$ cat src/rtl/ysyx_24070017_rf_wb_ctrl_pkg.sv
// Shared constants and types for the register-file writeback controller.
//   ysyx_24070017_RF_REG_NUM  : number of architectural registers
//   ysyx_24070017_WORD_LENGTH : register width in bits
//   ysyx_24070017_RF_ADDR_W   : register index width, clog2(REG_NUM)
//   wb_req_e                  : writeback requester identity (EXU / LSU)
package ysyx_24070017_rf_wb_ctrl_pkg;

  localparam int ysyx_24070017_RF_REG_NUM  = 32;
  localparam int ysyx_24070017_WORD_LENGTH = 32;
  localparam int ysyx_24070017_RF_ADDR_W   = 5;

  typedef enum logic {
    ysyx_24070017_WB_EXU = 1'b0,
    ysyx_24070017_WB_LSU = 1'b1
  } wb_req_e;

endpackage

$ cat src/rtl/ysyx_24070017_rf_scoreboard.sv
// Per-register busy scoreboard used by the issue stage for RAW/WAW checks.
// Ports:
//   clk, rst                 : clock, synchronous active-low reset
//   flush                    : drop every reservation (and any same-cycle mark)
//   mark_valid, mark_rd      : reservation request from issue
//   mark_ready               : reservation accepted (target not already busy)
//   wb_fire, wb_rd           : a writeback retires this cycle to wb_rd
//   rs1_idx/rs2_idx          : source indices to look up
//   rs1_busy/rs2_busy        : registered busy state of those sources
module ysyx_24070017_rf_scoreboard
  import ysyx_24070017_rf_wb_ctrl_pkg::*;
#(
  parameter int REG_NUM = ysyx_24070017_RF_REG_NUM,
  parameter int ADDR_W  = ysyx_24070017_RF_ADDR_W
) (
  input  logic              clk,
  input  logic              rst,
  input  logic              flush,
  input  logic              mark_valid,
  input  logic [ADDR_W-1:0] mark_rd,
  output logic              mark_ready,
  input  logic              wb_fire,
  input  logic [ADDR_W-1:0] wb_rd,
  input  logic [ADDR_W-1:0] rs1_idx,
  input  logic [ADDR_W-1:0] rs2_idx,
  output logic              rs1_busy,
  output logic              rs2_busy
);

  logic [REG_NUM-1:0] busy;
  logic [REG_NUM-1:0] busy_next;

  // busy[0] never gets set, so x0 is always ready to be marked and never busy.
  assign mark_ready = rst & ~busy[mark_rd];
  // Lookups read the registered vector only: a register retiring this cycle
  // still reports busy until the following cycle.
  assign rs1_busy   = rst & busy[rs1_idx];
  assign rs2_busy   = rst & busy[rs2_idx];

  // Clear is applied before set; a same-rd clear+set cannot actually occur
  // because a busy target holds mark_ready low.
  always_comb begin
    busy_next = busy;
    if (wb_fire) begin
      busy_next[wb_rd] = 1'b0;
    end
    if (flush) begin
      busy_next = '0;
    end else if (mark_valid && mark_ready && (mark_rd != '0)) begin
      busy_next[mark_rd] = 1'b1;
    end
    busy_next[0] = 1'b0;
  end

  always_ff @(posedge clk) begin
    if (!rst) begin
      busy <= '0;
    end else begin
      busy <= busy_next;
    end
  end

endmodule

$ cat src/rtl/ysyx_24070017_rf_wb_ctrl.sv
// Register-file writeback controller.
// Arbitrates one RF write port between EXU and LSU with round-robin on
// conflicts, decodes the granted rd into a one-hot write enable, replicates
// the granted data across all RF slots, and hosts the busy scoreboard.
// Ports:
//   clk, rst                        : clock, synchronous active-low reset
//   exu_valid/ready, exu_rd/data    : EXU writeback channel
//   lsu_valid/ready, lsu_rd/data    : LSU writeback channel
//   mark_valid/ready, mark_rd       : destination reservation from issue
//   rs1_idx/rs2_idx, rs1/rs2_busy   : hazard lookups
//   flush                           : clear all reservations
//   rf_we, rf_wdata                 : RF write enable vector and flat data bus
//
// Handshake: a transfer completes in any cycle where valid && ready. A source
// holds valid, rd and data stable until it sees ready. ready depends only on
// the valids and the arbiter state, never the reverse.
module ysyx_24070017_rf_wb_ctrl
  import ysyx_24070017_rf_wb_ctrl_pkg::*;
#(
  parameter int REG_NUM     = ysyx_24070017_RF_REG_NUM,
  parameter int WORD_LENGTH = ysyx_24070017_WORD_LENGTH,
  parameter int ADDR_W      = ysyx_24070017_RF_ADDR_W
) (
  input  logic                           clk,
  input  logic                           rst,
  input  logic                           exu_valid,
  output logic                           exu_ready,
  input  logic [ADDR_W-1:0]              exu_rd,
  input  logic [WORD_LENGTH-1:0]         exu_data,
  input  logic                           lsu_valid,
  output logic                           lsu_ready,
  input  logic [ADDR_W-1:0]              lsu_rd,
  input  logic [WORD_LENGTH-1:0]         lsu_data,
  input  logic                           mark_valid,
  output logic                           mark_ready,
  input  logic [ADDR_W-1:0]              mark_rd,
  input  logic [ADDR_W-1:0]              rs1_idx,
  input  logic [ADDR_W-1:0]              rs2_idx,
  output logic                           rs1_busy,
  output logic                           rs2_busy,
  input  logic                           flush,
  output logic [REG_NUM-1:0]             rf_we,
  output logic [REG_NUM*WORD_LENGTH-1:0] rf_wdata
);

  wb_req_e                last_winner;
  logic                   grant_exu;
  logic                   grant_lsu;
  logic                   wb_fire;
  logic [ADDR_W-1:0]      wb_rd;
  logic [WORD_LENGTH-1:0] wb_data;

  // On a conflict the side that did not win the previous conflict goes.
  // Everything is gated by rst so all outputs read 0 while in reset.
  always_comb begin
    grant_exu = 1'b0;
    grant_lsu = 1'b0;
    if (rst) begin
      grant_exu = exu_valid && (!lsu_valid || (last_winner == ysyx_24070017_WB_LSU));
      grant_lsu = lsu_valid && (!exu_valid || (last_winner == ysyx_24070017_WB_EXU));
    end
  end

  assign exu_ready = grant_exu;
  assign lsu_ready = grant_lsu;
  assign wb_fire   = grant_exu | grant_lsu;
  assign wb_rd     = grant_lsu ? lsu_rd   : exu_rd;
  assign wb_data   = grant_lsu ? lsu_data : exu_data;

  // x0 writes are accepted but never reach the RF.
  always_comb begin
    rf_we = '0;
    if (wb_fire && (wb_rd != '0)) begin
      rf_we[wb_rd] = 1'b1;
    end
  end

  assign rf_wdata = wb_fire ? {REG_NUM{wb_data}} : '0;

  // Only conflict cycles move the round-robin pointer. Reset to LSU makes
  // EXU win the first conflict.
  always_ff @(posedge clk) begin
    if (!rst) begin
      last_winner <= ysyx_24070017_WB_LSU;
    end else if (exu_valid && lsu_valid) begin
      last_winner <= grant_lsu ? ysyx_24070017_WB_LSU : ysyx_24070017_WB_EXU;
    end
  end

  ysyx_24070017_rf_scoreboard #(
    .REG_NUM (REG_NUM),
    .ADDR_W  (ADDR_W)
  ) u_scoreboard (
    .clk        (clk),
    .rst        (rst),
    .flush      (flush),
    .mark_valid (mark_valid),
    .mark_rd    (mark_rd),
    .mark_ready (mark_ready),
    .wb_fire    (wb_fire),
    .wb_rd      (wb_rd),
    .rs1_idx    (rs1_idx),
    .rs2_idx    (rs2_idx),
    .rs1_busy   (rs1_busy),
    .rs2_busy   (rs2_busy)
  );

endmodule

$ cat config.mk
export PLATFORM = sky130hd
export DESIGN_NAME = ysyx_24070017_rf_wb_ctrl
export DESIGN_NICKNAME = d
export VERILOG_FILES = /design/src/rtl/ysyx_24070017_rf_wb_ctrl_pkg.sv /design/src/rtl/ysyx_24070017_rf_scoreboard.sv /design/src/rtl/ysyx_24070017_rf_wb_ctrl.sv
export SDC_FILE = /design/constraint.sdc
export NUM_CORES = 1
export LEC_CHECK = 0
export BUFFER_PORTS_ARGS = -buffer_cell sky130_fd_sc_hd__buf_2
export CORE_AREA = 10 10 440 442
export DETAILED_ROUTE_END_ITERATION = 12
export DIE_AREA = 0 0 450 452
export GPL_ROUTABILITY_DRIVEN = 0
export GPL_TIMING_DRIVEN = 0
export HOLD_SLACK_MARGIN = 0.08
export PLACE_DENSITY = 0.31
export SLEW_MARGIN = 20
export SYNTH_ARGS = -nofsm -noshare
export SYNTH_HDL_FRONTEND = slang
export SYNTH_SLANG_ARGS = --single-unit
$ cat constraint.sdc
create_clock -name clk -period 3.5 [get_ports clk]
set_input_delay 0.525 -clock clk [delete_from_list [all_inputs] [get_ports clk]]
set_output_delay 0.525 -clock clk [all_outputs]
set_load 0.01 [all_outputs]
# Word level (Yosys, flattened, before mapping)
# Cells that the tools add are included.
# classes
bitwise_logic	10
n_reduce_logical	15
muxes	19
magnitude_cmp	6
# ops
operator	n
1024-bit 2-to-1 mux	1
32-bit 2-to-1 mux	4
32-bit bitwise AND	1
32-bit inverter	1
32-bit OR	1
5-bit by 6-bit less-than comparator with 1-bit output, second input constant	4
1-bit binary-select mux with 5-bit select	3
1-bit demux with 5-bit select	2
5-bit by 1-bit greater-or-equal comparator with 1-bit output, second input constant	2
5-bit nonzero test	2
1-bit logical AND	8
1-bit 2-to-1 mux	8
5-bit 2-to-1 mux	1
1-bit bitwise AND	3
1-bit inverter	3
1-bit logical NOT	2
1-bit logical OR	2
2-bit OR reduction	1
1-bit OR	1
# totals
output_inout_bits	1061
inputBits	95
ff_bits	33
word_cells	53

# Depth between registers and ports, before layout
# Gate-level depths: netlist of run 1.
# depth
depth_word	14
mapped_depth	9

# Modules after synthesis
# A second synthesis of run 1 with hierarchy kept.
# unflattened
cells_unflattened	1417
hier_area_um2	10696.5
# by_module_without_submodules
mod	n_inst	cells_per_inst	area_per_inst_um2	seq_area_each_um2
ysyx_24070017_rf_wb_ctrl	1	1192	8453.1	20.0
ysyx_24070017_rf_scoreboard	1	225	2243.4	620.6

# Worst setup path before layout of run 1
# Ideal clock, no wire load.
# synth_path
path_kind	input-to-output
start	input port lsu_valid
end	output port rf_wdata[1014]
arrival_time_ns	2.955
required_ns	2.975
setup_slack_ns	0.020
stages	8
path_cell_list	and2_1 buf_6 nand2_8 inv_4 clkbuf_1 nand2_1 a21oi_1 buf_4
# synth_lines
element	line	text
start, declared	ysyx_24070017_rf_wb_ctrl.sv:30	input logic lsu_valid,
1-bit logical AND *	ysyx_24070017_rf_wb_ctrl.sv:60	grant_lsu = lsu_valid && (!exu_valid || (last_winner == ysyx_24070017_WB_EXU));
1-bit 2-to-1 mux *	ysyx_24070017_rf_wb_ctrl.sv:58	if (rst) begin
named net lsu_ready	ysyx_24070017_rf_wb_ctrl.sv:31	output logic lsu_ready,
32-bit 2-to-1 mux / 1-bit OR (equally long branches)	ysyx_24070017_rf_wb_ctrl.sv:68, ysyx_24070017_rf_wb_ctrl.sv:66	
1024-bit 2-to-1 mux *	ysyx_24070017_rf_wb_ctrl.sv:78	assign rf_wdata = wb_fire ? {REG_NUM{wb_data}} : '0;
end, declared	ysyx_24070017_rf_wb_ctrl.sv:43	output logic [REG_NUM*WORD_LENGTH-1:0] rf_wdata
# The timed path passes the listed nets; every way through them passes the cells marked *.

# Worst setup path after layout of run 1
# layout_path
start	input port rst
end	output port rf_we[10]
# layout_via
elab_chain_cells	7
# layout_rtl
element	line	text
start, declared	ysyx_24070017_rf_wb_ctrl.sv:25	input logic rst,
1-bit 2-to-1 mux	ysyx_24070017_rf_wb_ctrl.sv:58	
5-bit 2-to-1 mux	ysyx_24070017_rf_wb_ctrl.sv:67	assign wb_rd = grant_lsu ? lsu_rd : exu_rd;
5-bit by 6-bit less-than comparator with 1-bit output (implied by the code) / 5-bit by 1-bit greater-or-equal comparator with 1-bit output (equally long branches)	ysyx_24070017_rf_wb_ctrl.sv:74	rf_we[wb_rd] = 1'b1;
1-bit logical AND (implied by the code)	ysyx_24070017_rf_wb_ctrl.sv:74	
1-bit 2-to-1 mux (implied by the code)	ysyx_24070017_rf_wb_ctrl.sv:74	
1-bit demux with 5-bit select	n/a	
32-bit 2-to-1 mux *	ysyx_24070017_rf_wb_ctrl.sv:73	if (wb_fire && (wb_rd != '0)) begin
end, declared	ysyx_24070017_rf_wb_ctrl.sv:42	output logic [REG_NUM-1:0] rf_we,
# Every way passes the cells marked *; elsewhere a longest branch is shown, timed or not.

==> results of run 1 <==
## power by group through the flow
stage,Clock [mW],Combinational (mW),Sequential (mW)
final,0.442,3.08,0.369
after global routing,0.470,3.32,0.369
after CTS,0.455,3.19,0.368
after detailed placement,0,3.11,0.377
after global placement,0,3.12,0.377
after floorplan,0,1.72,0.376
## layer usage
layer	GRT usage, %	vias to the layer above
met1	6.976	5624
met2	15.05	418
met3	1.309	38
met5	0	-
li1	-	6001
met4	1.366	0
## path summary, 6_finish.rpt
| kind | startpoint | end | slack, ps | cells past startpoint |
|---|---|---|---|---|
| min | u_scoreboard.busy[20]$_SDFF_PP0_ | u_scoreboard.busy[20]$_SDFF_PP0_ | 500 | 2 |
| min reg2reg | u_scoreboard.busy[20]$_SDFF_PP0_ | u_scoreboard.busy[20]$_SDFF_PP0_ | 500 | 2 |
| max | rst | rf_we[10] | 140 | 8 |
| max reg2reg | last_winner$_SDFFE_PN1P_ | u_scoreboard.busy[13]$_SDFF_PP0_ | 910 | 5 |
## cells by family (layout without fill, tap and decap cells)
group / after synthesis / count (layout) / share of synthesized area, %
DFF: 32 / 32 / 6.081
AOI/OAI and AO/OA: 105 / 108 / 6.889
and+or+nand+nor: 183 / 183 / 8.705
other: 1 / 7 / 0.03560
buffers and inverters: 1037 / 2271 / 72.71
muxes: 35 / 35 / 5.582
## critical path, delay by kind of cell
| kind | cells | cell delay [ps] |
|---|---|---|
| AND/OR/NAND/NOR | 3 | 870 |
| buffers and inverters | 4 | 1060 |
| AO/OA/AOI/OAI | 1 | 360 |
## area by class of cell
type / instances / area share (%)
clock inverters: 2 / 0.05820
repair buffers: 1227 / 33.52
diodes: 6 / 0.06984
multi-input cells: 327 / 12.47
plain buffers: 1024 / 35.63
clock buffers: 5 / 0.5820
flip-flops and latches: 32 / 2.980
inverters: 13 / 0.2619
well taps: 2480 / 14.43
## stage by stage
stage / hold slack, ps / setup WS [ps]
after floorplan: 463.1 / 19.59
after global placement: 487.4 / -4585
after detailed placement: 494.7 / -642.1
after CTS: 506.3 / 15.01
after global routing: 534.0 / 26.50
final: 500.9 / 140.7
## state kept, by name, indices dropped and copies added, names as in the netlist
signal	count
u_scoreboard.busy	31
last_winner	1
## placed cells by master (no fill, tap or decap), types with 5 or more instances in the layout
cell	instances
buf_16	32
mux4_2	16
a21oi_4	33
clkbuf_1	11
clkbuf_16	6
nand2b_1	5
o311ai_0	6
mux2i_1	15
inv_1	12
nand2_1	90
a21oi_1	12
nor3_1	19
nand3b_1	7
nor2_1	14
dfxtp_1	32
buf_4	1022
o32ai_1	12
diode_2	6
o21ai_0	5
buf_12	17
a32o_1	8
buf_2	1154
nand3_1	9
o31ai_1	6
o22ai_1	6
## what timing repair did
item,4_1_cts,5_1_grt
cloned,3,0
gates resized for setup,19,1
setup endpoints to repair,915,1
pin swaps,6,0
setup buffers,39,0
hold buffers,0,0
==> metrics.md, run 1 <==
| Metric | Value |
|---|---|
| Status | `finished clean` |
| Total CTS buffers | `5` |
| Clock latency on the worst-skew pair | `300 ps` |
| PD cells | `180.9 mW/mm2` |
| Synth cell types | `53` |
| Pins over their slew limit | `0` |
| WL met1 | `26780 um` |
| Warnings, synthesis | `0` |
| RSZ-0062 raised after global routing | `no` |
| Hold Crit Class | `flip-flop to flip-flop` |
| Critical path fanouts, max | `10` |
| Comb power frac | `79.2%` |
| Routed WL per cell | `15.46 um` |
| Core area | `0.1846 mm2` |
| Setup TNS | `0 ps` |
| Crit-path most repeated cell | `buf_2` |
| Storage element area | `640.6 um2` |
| Biggest area consumer among synthesized cells | `buf_4` |
| Net switching power | `1.670 mW` |
| Post-synthesis cell count | `1393` |
| Lkg Pwr | `12.82 nW` |
| Layout Cells excl Fill | `5116` |
| 1st-iter DRT viols | `401` |
| Critical path capture point type | `output pin` |
| Initial antenna violation count | `13` |
| Post-synth top cells | `993 x buf_4, 90 x nand2_1, 45 x a21oi_1` |
| Clock root buffer | `clkbuf_16` |
| Die ar. | `0.2034 mm2` |
| VDD IR max | `145.5 uV` |
| Area Overhead vs Synth | `104.1%` |
| Sw Share | `42.95%` |
| Fin util | `11.64%` |
| Share of the synthesized area in the top cell type | `70.76%` |
| Internal power | `2.219 mW` |
| Syn Nets | `1488` |
| Dpl cells | `5061` |
| Die Wd | `450 um` |
| CTS tree | `done` |
| Max Root-Sink Buffers | `2` |
| Clock power frac | `11.4%` |
| Post-route cell area | `0.02150 mm2` |
| WP data required | `2970 ps` |
| Yosys reg bits | `32` |
| Hold Fails Final Rpt | `0` |
| EDFF count, synth | `0` |
| Clock Skews | `15.13 ps` |
| Initial Utilization | `5.706%` |
| DPL Wire Length | `70470 um` |
| Die height | `452 um` |
| Finish-stage setup viols | `0` |
| Clock period minus worst slack | `3359 ps` |
| Max-cap check violation count | `0` |
| Via/cell ratio | `2.361` |
| Multi-input gate area | `0.002680 mm2` |
| Drt total wl | `79080 um` |
| Vias | `12081` |
| # DRC | `0` |
| Prevailing post-synth register cell | `dfxtp_1` |
| 1st-pass router iterations | `5` |
| Buffers on Ports | `1148` |
| Worst path slowest cell | `nor4b_1` |
| Crit path DAT | `2830 ps` |
| Sequential-to-total area share from yosys stat | `6.081%` |
| Syn_area_per_cell | `7.563 um2` |
| H-tree depth | `2` |
| Fin crit share | `95.98%` |
| Antenna Nets Post-Route | `0` |
| Top layer used by detailed routing | `met4` |
| Num rows | `158` |
| Vias in the first global route | `12090` |
| Gr ovfl total | `0` |
| DR WL met2 | `47500 um` |
| First-pass GRT wire length | `103700 um` |
| Post-synthesis async set-or-reset flop share | `0%` |
| Register share of total power | `9.5%` |
| CP max stage delay | `360 ps` |
| Critical-path cell list | `buf_2 > buf_4 > nand2_1 > nor4b_1 > o21ai_0 > buf_2 > nor3_1 > buf_2` |
| Largest net degree at the start of global routing | `29` |
| FILL cells | `21801` |
| Synthesized area | `0.01054 mm2` |
| Synth top area cells | `buf_4 71%, dfxtp_1 6.1%, mux4_2 3.4%` |
| Worst-path clk slew | `50 ps` |
| Layout cell share with drive strength beyond 1 | `88.25%` |
| Io pins | `1156` |
| Startpoint types | `primary input` |
| Slew margin rel. | `32.94%` |
| DP Area | `0.02081 mm2` |
| FMAX | `0.2977 GHz` |
| CTS Sinks | `32` |
| Most frequent cell after synthesis | `buf_4` |
| Kind of critical path | `primary input to output pin` |
| Final nets | `2725` |
| Met3 WL | `3599 um` |
| Tot Pwr | `3.889 mW` |
| Gr usage total | `7.093%` |
| Slew @ Worst Pin | `977.9 ps` |
Power figures use the tool's default switching activity.
==> run 2: changes to the inputs <==
- CAP_MARGIN: not set -> 20
- CORE_AREA: 10 10 440 442 -> 10 10 444 446
- DIE_AREA: 0 0 450 452 -> 0 0 454 456
- SYNTH_HIERARCHICAL: not set -> 1
==> metrics.md, run 2 <==
| Metric | Value |
|---|---|
| Largest net degree at the start of global routing | `32` |
| Syn_area_per_cell | `7.549 um2` |
| Yosys reg bits | `32` |
| Critical-path cell list | `buf_2 > buf_4 > o21ai_4 > clkbuf_2 > a21oi_4 > buf_12 > buf_4 > buf_2` |
| FMAX | `0.3060 GHz` |
| VDD IR max | `171.7 uV` |
| Die height | `456 um` |
| DP Area | `0.02100 mm2` |
| Synthesized area | `0.01070 mm2` |
| Max Root-Sink Buffers | `2` |
| Antenna Nets Post-Route | `0` |
| RSZ-0062 raised after global routing | `no` |
| Num rows | `159` |
| Biggest area consumer among synthesized cells | `buf_4` |
| # DRC | `0` |
| Hold Fails Final Rpt | `0` |
| Pins over their slew limit | `0` |
| Gr usage total | `6.804%` |
| Fin crit share | `93.36%` |
| Worst-path clk slew | `50 ps` |
| Slew margin rel. | `38.12%` |
| Post-synthesis async set-or-reset flop share | `0%` |
| Warnings, synthesis | `6` |
| First-pass GRT wire length | `101100 um` |
| Prevailing post-synth register cell | `dfxtp_1` |
| Routed WL per cell | `14.75 um` |
| Drt total wl | `75970 um` |
| CP max stage delay | `510 ps` |
| Final nets | `2732` |
| WP data required | `2970 ps` |
| Vias in the first global route | `11988` |
| Via/cell ratio | `2.355` |
| Die Wd | `454 um` |
| Clock Skews | `13.51 ps` |
| EDFF count, synth | `0` |
| Commonest non-fill, non-tap cell in the layout | `buf_2` |
| Status | `finished clean` |
| Setup TNS | `0 ps` |
| Vias | `12128` |
| Hold Crit Class | `flip-flop to flip-flop` |
| Max-cap check violation count | `0` |
| Syn Nets | `1512` |
| Biggest registers after layout | `u_scoreboard/busy (31), last_winner (1)` |
| Die ar. | `0.2070 mm2` |
| Reg with most FFs | `u_scoreboard/busy` |
| Hold depth | `2` |
| Critical path fanouts, max | `23` |
| Clock latency on the worst-skew pair | `280 ps` |
| Core area | `0.1876 mm2` |
| CTS tree | `done` |
| Layout cell share with drive strength beyond 1 | `87.45%` |
| Clock root buffer | `clkbuf_16` |
| Lkg Pwr | `12.72 nW` |
| H-tree depth | `2` |
| Share of the synthesized area in the top cell type | `70.04%` |
| 1st-iter DRT viols | `522` |
| Post-synth top cells | `998 x buf_4, 99 x nand2_1, 37 x a21oi_1` |
| Startpoint types | `primary input` |
| Area Overhead vs Synth | `101.3%` |
| Slew @ Worst Pin | `928.1 ps` |
| Reg2reg path depth | `8` |
| Buffers on Ports | `1148` |
| Kind of critical path | `primary input to output pin` |
| Gr ovfl total | `0` |
| Sequential-to-total area share from yosys stat | `5.989%` |
| Synth top area cells | `buf_4 70%, dfxtp_1 6.0%, mux4_2 4.4%` |
| Initial Utilization | `5.702%` |
| Clock period minus worst slack | `3268 ps` |
| DPL Wire Length | `68370 um` |
| Max reg flops | `31` |
| Worst path slowest cell | `a21oi_4` |
| Critical path capture point type | `output pin` |
| Io pins | `1156` |
| Most frequent cells in the layout | `1151 x buf_2, 1013 x buf_4, 99 x nand2_1, 34 x buf_16, 33 x a21oi_4` |
| Initial antenna violation count | `17` |
| Crit path DAT | `2740 ps` |
| Total CTS buffers | `5` |
| 1st-pass router iterations | `5` |
| Post-route cell area | `0.02154 mm2` |
| Finish-stage setup viols | `0` |
| Post-synthesis cell count | `1417` |
| Most frequent cell after synthesis | `buf_4` |
| Synth cell types | `61` |
| CTS Sinks | `32` |
| PD cells | `183.0 mW/mm2` |
run 2: cell count changes after synthesis, moves of 6 or more:
cell,delta
a21oi_1,-8
mux2i_1,-11
o211ai_1,+18
nor2_1,+17
clkbuf_1,-9
o311ai_0,-6
nor3_1,-7
o21ai_1,+6
o21ai_0,+6
nand2_1,+9
o32ai_1,-12
run 2: cell type report:
cell class,instances,area (um2)
Antenna cell,17,42.54
Buffer,1020,7624
Clock buffer,6,128.9
Clock inverter,2,35.03
Fill cell,22035,166100
Inverter,11,46.29
Multi-Input combinational cell,355,2814
Sequential cell,32,640.6
Tap cell,2495,3122
Timing Repair Buffer,1212,7084
run 2: stage by stage:
step                      power (mW)  utilization [%]  instances  hold WS (ps)  setup slack (ps)
after floorplan                2.116                -       1417         453.0             99.53
after detailed placement       3.491            11.19       5101         482.3            -691.5
final                          3.942            11.48       5150         490.3             232.4
after global routing           4.222            11.47       5143         528.1             4.166
after CTS                      4.058            11.45       5130         491.9             50.65
after global placement         3.496            10.43       5060         489.5             -3981
run 2: power breakdown:
group | internal, mW | total [mW] | switching (mW) | leakage, nW
Sequential | 0.367 | 0.370 | 0.00342 | 0.258
Clock | 0.335 | 0.504 | 0.170 | 0.0809
Combinational | 1.58 | 3.07 | 1.48 | 12.4
Total | 2.28 | 3.94 | 1.66 | 12.7
run 2: critical path: cells and delay by family:
kind,cells,cell delay (ps)
buf+inv,6,1410
compound gates,2,700
run 2: path summary, 6_finish.rpt:
| kind | from | end | slack (ps) |
|---|---|---|---|
| setup reg to reg | last_winner$_SDFFE_PN1P_ | u_scoreboard/busy[5]$_SDFF_PP0_ | 450 |
| hold reg to reg | u_scoreboard/busy[11]$_SDFF_PP0_ | u_scoreboard/busy[11]$_SDFF_PP0_ | 490 |
| setup / recovery | rst | rf_wdata[609] | 230 |
| hold / removal | u_scoreboard/busy[11]$_SDFF_PP0_ | u_scoreboard/busy[11]$_SDFF_PP0_ | 490 |
run 2: kinds of logic (layout without fill, tap and decap cells):
family                 after synthesis  in the layout  share of synthesized area, %
buffers and inverters             1031           2251                         71.46
and+or+nand+nor                    212            212                         10.20
AOI/OAI and AO/OA                  113            114                         7.217
DFF                                 32             32                         5.989
muxes                               28             28                         5.100
other                                1             18                       0.03506
run 2: timing repair:
item,in CTS,in global routing
pin swaps,5,0
hold buffers,0,0
resized for setup,12,0
cloned,1,0
endpoints found under the setup margin,867,9
buffers inserted,20,2
run 2: layer usage:
layer  track usage, %  wire length, um
met1            6.935            26880
met5                0                0
met2            14.20            44450
met4            1.089              847
met3            1.164             3797
